**config.mk**
```make
export PLATFORM = sky130hd
export DESIGN_NAME = select_encode_unit
export DESIGN_NICKNAME = d
export VERILOG_FILES = /design/src/rtl/select_encode_unit_pkg.sv /design/src/rtl/select_encode_unit_decoder_4to16.sv /design/src/rtl/select_encode_unit.sv
export SDC_FILE = /design/constraint.sdc
export NUM_CORES = 1
export LEC_CHECK = 0
export CORE_ASPECT_RATIO = 0.9
export CORE_UTILIZATION = 40
export DETAILED_ROUTE_END_ITERATION = 10
export PLACE_DENSITY_LB_ADDON = 0.25
export SYNTH_ARGS = -nofsm -noshare
export SYNTH_HDL_FRONTEND = slang
export SYNTH_SLANG_ARGS = --single-unit
```
**constraint.sdc**
```tcl
create_clock -name clk -period 3.8 [get_ports clk]
set_clock_uncertainty 0.2 [all_clocks]
set_input_delay 0.76 -clock clk [delete_from_list [all_inputs] [get_ports clk]]
set_output_delay 0.76 -clock clk [all_outputs]
set_load 0.01 [all_outputs]
```
**src/rtl/select_encode_unit_pkg.sv**
```systemverilog
// select_encode_unit_pkg: IR field positions and sizes shared by the select/encode datapath
package select_encode_unit_pkg;
    localparam int OPC_MSB = 31;
    localparam int RA_MSB  = 26;
    localparam int RB_MSB  = 22;
    localparam int RC_MSB  = 18;
    localparam int FLD_W   = 4;
    localparam int C_W     = 19;
    localparam int NREG    = 16;
    localparam int OPC_W   = OPC_MSB - RA_MSB;

    function automatic logic [FLD_W-1:0] field(input logic [31:0] ir, input int msb);
        return ir[msb -: FLD_W];
    endfunction
endpackage

```
**src/rtl/select_encode_unit_decoder_4to16.sv**
```systemverilog
// decoder_4to16: enable-gated one-hot decoder
//   en_i  : enable, output is all-zero when low
//   sel_i : register index
//   y_o   : one-hot of sel_i
module decoder_4to16
    import select_encode_unit_pkg::*;
(
    input  logic             en_i,
    input  logic [FLD_W-1:0] sel_i,
    output logic [NREG-1:0]  y_o
);
    assign y_o = en_i ? NREG'(1) << sel_i : '0;
endmodule

```
**src/rtl/select_encode_unit.sv**
```systemverilog
// select_encode_unit: IR capture and Ra/Rb/Rc register-select decode
//   clk, clr        : clock, asynchronous active-low reset
//   IRin, bus_in    : load IR from the bus
//   Gra/Grb/Grc     : field select, priority Ra > Rb > Rc
//   Rin/Rout/BAout  : write (edge-qualified), drive, base-address drive
//   enableReg       : registered one-hot write pulse
//   R_out, r0_zero  : registered one-hot drive request, r0 forced-zero gate
//   C_sign_ext      : sign-extended C field of IR
//   opcode          : IR opcode field
//   sel_err         : sticky multiple-select flag, cleared by IRin
module select_encode_unit
    import select_encode_unit_pkg::*;
#(
    parameter int DATA_W = 32
)(
    input  logic              clk,
    input  logic              clr,
    input  logic              IRin,
    input  logic [DATA_W-1:0] bus_in,
    input  logic              Gra,
    input  logic              Grb,
    input  logic              Grc,
    input  logic              Rin,
    input  logic              Rout,
    input  logic              BAout,
    output logic [NREG-1:0]   enableReg,
    output logic [NREG-1:0]   R_out,
    output logic              r0_zero,
    output logic [DATA_W-1:0] C_sign_ext,
    output logic [OPC_W-1:0]  opcode,
    output logic              sel_err
);
    logic [DATA_W-1:0] ir_q;
    logic              rin_q, sel_err_q, r0_zero_q;
    logic [NREG-1:0]   en_q, rout_q;
    logic [FLD_W-1:0]  sel;
    logic              wr_edge, drive, conflict, sel_err_d;
    logic [NREG-1:0]   en_d, rout_d;

    assign sel = Gra ? field(ir_q, RA_MSB) :
                 Grb ? field(ir_q, RB_MSB) :
                 Grc ? field(ir_q, RC_MSB) : '0;

    assign wr_edge  = Rin & ~rin_q;
    assign drive    = Rout | BAout;
    assign conflict = (Gra & Grb) | (Gra & Grc) | (Grb & Grc);
    // a conflict seen while IR reloads still flags, since it was decoded against the old IR
    assign sel_err_d = conflict | (sel_err_q & ~IRin);

    decoder_4to16 u_wr_dec (.en_i(wr_edge), .sel_i(sel), .y_o(en_d));
    decoder_4to16 u_rd_dec (.en_i(drive),   .sel_i(sel), .y_o(rout_d));

    always_ff @(posedge clk or negedge clr) begin
        if (!clr) begin
            ir_q      <= '0;
            rin_q     <= 1'b0;
            sel_err_q <= 1'b0;
            en_q      <= '0;
            rout_q    <= '0;
            r0_zero_q <= 1'b0;
        end else begin
            ir_q      <= IRin ? bus_in : ir_q;
            rin_q     <= Rin;
            sel_err_q <= sel_err_d;
            en_q      <= en_d;
            rout_q    <= rout_d;
            r0_zero_q <= BAout & (sel == '0);
        end
    end

    assign enableReg  = en_q;
    assign R_out      = rout_q;
    assign r0_zero    = r0_zero_q;
    assign sel_err    = sel_err_q;
    assign opcode     = ir_q[OPC_MSB -: OPC_W];
    assign C_sign_ext = {{(DATA_W-C_W){ir_q[C_W-1]}}, ir_q[C_W-1:0]};
endmodule
```
==> results.sh <==
export IMPL_syn_instance_count=215
export IMPL_final_antenna_net_count=0
export IMPL_worst_slack_ns=1.25
export IMPL_gr_total_overflow=0
export IMPL_cts_buffers=9
export IMPL_initialDrtViolationCount=69
export IMPL_p_per_area_nw_per_um2=417
export IMPL_ys_top_cells_by_area="dfrtp_1 (61%), mux2_2 (12%), buf_4 (10%), nor2_1 (3.6%), nor2_2 (1.6%)"
export IMPL_fin_setup_tns_ns=0
export IMPL_postCtsSetupRepairBufs=0
export IMPL_maxCapViolCount=0
export IMPL_min_path_cells=1
export IMPL_clk_latency_ns=0.34
export IMPL_gp_congestion=0.713
export IMPL_cts_tree="yes"
export IMPL_routedWlPerCell_um=13.4
export IMPL_cts_root_buf="clkbuf_8"
export IMPL_path_cells="clkdlybuf4s50_1"
export IMPL_mappedNetlistArea_um2=2740
export IMPL_layout_cells_non_filler=390
export IMPL_ys_ff_latch=67
export IMPL_grt_pass1_wl_mm=8.03
export IMPL_syn_nets=256
export IMPL_nets=336
export IMPL_nFillCells=585
export IMPL_slew_violations=0
export IMPL_finalSetupViolations=0
export IMPL_status="complete, no violations"
export IMPL_path_buf_inv=1
export IMPL_multiInputGateArea_um2=719
export IMPL_yosysTopAreaCell="dfrtp_1"
export IMPL_ys_seq_area_share_pct=61.3
export IMPL_rsz0062_at_grt="false"
export IMPL_hpwl_mm=3.84
export IMPL_io_pins=112
export IMPL_synth_top_cell_area_share_pct=61.3
export IMPL_cts_sinks=67
export IMPL_cts_clk_slew_worst_paths_ns=0.07
export IMPL_grt_use_total_pct=15.3
export IMPL_antenna_found_initial=0
export IMPL_start_util_pct=41.5
export IMPL_htreeDepth=3
export IMPL_ir_worst_vdd_uv=222
export IMPL_crit_required_ns=2.84
export IMPL_slew_headroom_pct=42.4
export IMPL_die_x_um=89.2
export IMPL_cp_top_family="buffers and inverters"
export IMPL_n_antenna_cell=0
export IMPL_worst_setup_path_end_kind="output port"
export IMPL_slowest_stage="clkdlybuf4s50_1"
export IMPL_drive_above_1_share_pct=19.7
export IMPL_cts_resized=0
export IMPL_die_y_um=80.5
export IMPL_holdCritPathClass="reg -> reg"
export IMPL_drc=0
export IMPL_cpPeakStageDelay_ns=0.64
export IMPL_hold_violations=0
export IMPL_synth_distinct_cells=25
export IMPL_timing_fmax_mhz=392
export IMPL_syn_avg_cell_area_um2=12.7
export IMPL_coreArea_um2=6590
export IMPL_postCtsHoldBufs=0
export IMPL_portBuffers=111
export IMPL_num_vias=1768
export IMPL_dr_pass1_iters=4
export IMPL_final_core_util_pct=57.9
export IMPL_rows=28
export IMPL_worst_path_stages=1
export IMPL_die_area_um2=7180
export IMPL_wl_mm=5.25
export IMPL_tightest_slew_ns=0.864
export IMPL_seqCellArea_um2=1680
export IMPL_cts_buffer_depth=2
export IMPL_critPathMaxFanout=16
export IMPL_period_share_pct=67.1
export IMPL_grt_start_max_net_pins=42
export IMPL_fin_hold_ws_ns=0.306
export IMPL_reg2regPathDepth=4
export IMPL_finalCriticalPeriod_ns=2.55
export IMPL_syn_to_final_growth_pct=39.4
export IMPL_yosysWarnings=0
export IMPL_dp_cells=374
export IMPL_first_global_vias=1720
export IMPL_dp_slack_ns=1.03
export IMPL_viasPerCell=4.53
export IMPL_critPathLaunchType="register"
export IMPL_total_leakage_power_nw=1.63
export IMPL_critical_path_class="reg -> out"
export IMPL_arrival_ns=1.59
export IMPL_r2r_setup_slack_ns=1.99
[report_power, final]
group	switching (mW)	leakage, nW	internal, mW
clock	0.282	0.0860	0.239
combinational	0.121	0.687	0.166
sequential	0.0242	0.855	0.759
[kinds of logic after synthesis]
logic type      Yosys count  synth area share, %
compound gates           17                 4.53
buf+inv                  48                 12.4
flops                    67                 61.3
mux                      29                 11.9
simple gates             54                 9.83
[cells in the mapped netlist]
library cell,n
dfrtp_1,67
a22o_1,3
o21bai_1,1
nand3b_1,4
and3b_2,1
or3b_1,1
nand3_1,8
nor2_1,26
o22ai_1,1
nor2_4,1
o31ai_4,1
a21oi_1,4
buf_4,38
and2_1,1
nand2b_1,1
nor2_2,7
mux2_2,29
buf_6,2
o21ai_0,3
nand2_1,4
a22oi_1,3
inv_1,4
o21ai_1,1
clkbuf_1,2
buf_2,2
[metal layers]
metal / global-route usage (%) / wire length [µm]
met5: 0 / 0
met1: 19.0 / 2310
met2: 23.2 / 2410
met3: 6.47 / 457
met4: 6.83 / 63
[stage by stage]
stage,instance area (µm²),total power [mW]
final,3810,1.59
after global routing,3810,1.67
after global placement,3640,1.08
after CTS,3810,1.62
after floorplan,2740,0.965
after detailed placement,3640,1.09
[sequential cells by signal, indices dropped and copies added (netlist names)]
signal / count
ir_q: 32
R_out: 16
enableReg: 16
r0_zero: 1
rin_q: 1
sel_err: 1
[layout make-up]
cell class | instances | area share, %
clock buffer | 9 | 3.25
clock inverter | 7 | 1.34
inverter | 4 | 0.394
multi-input combinational | 100 | 18.9
sequential | 67 | 43.9
tap | 90 | 2.95
timing repair buffer | 113 | 29.3
[worst paths after layout]
check                         start             end
max in group asynchronous       clr         ir_q[9]
min reg2reg                ir_q[30]        ir_q[30]
max                        ir_q[18]  C_sign_ext[21]
min in group asynchronous       clr    enableReg[1]
min                        ir_q[30]        ir_q[30]
max reg2reg                ir_q[18]       R_out[15]
[cells in the final DEF (no fill, tap or decap), types with 2 or more instances in the layout]
master	synthesis	routed
clkbuf_8	0	9
a22oi_1	3	3
nor2_1	26	26
clkinv_2	0	2
clkdlybuf4s50_1	0	109
a21oi_1	4	4
clkinvlp_4	0	2
a22o_1	3	3
nor2_2	7	7
nand3b_1	4	4
dfrtp_1	67	67
nand2_1	4	4
nand3_1	8	8
inv_6	0	2
mux2_2	29	29
buf_2	2	2
inv_1	4	4
o21ai_0	3	3
buf_4	38	2
No activity file was read; power rests on OpenSTA's default activity.
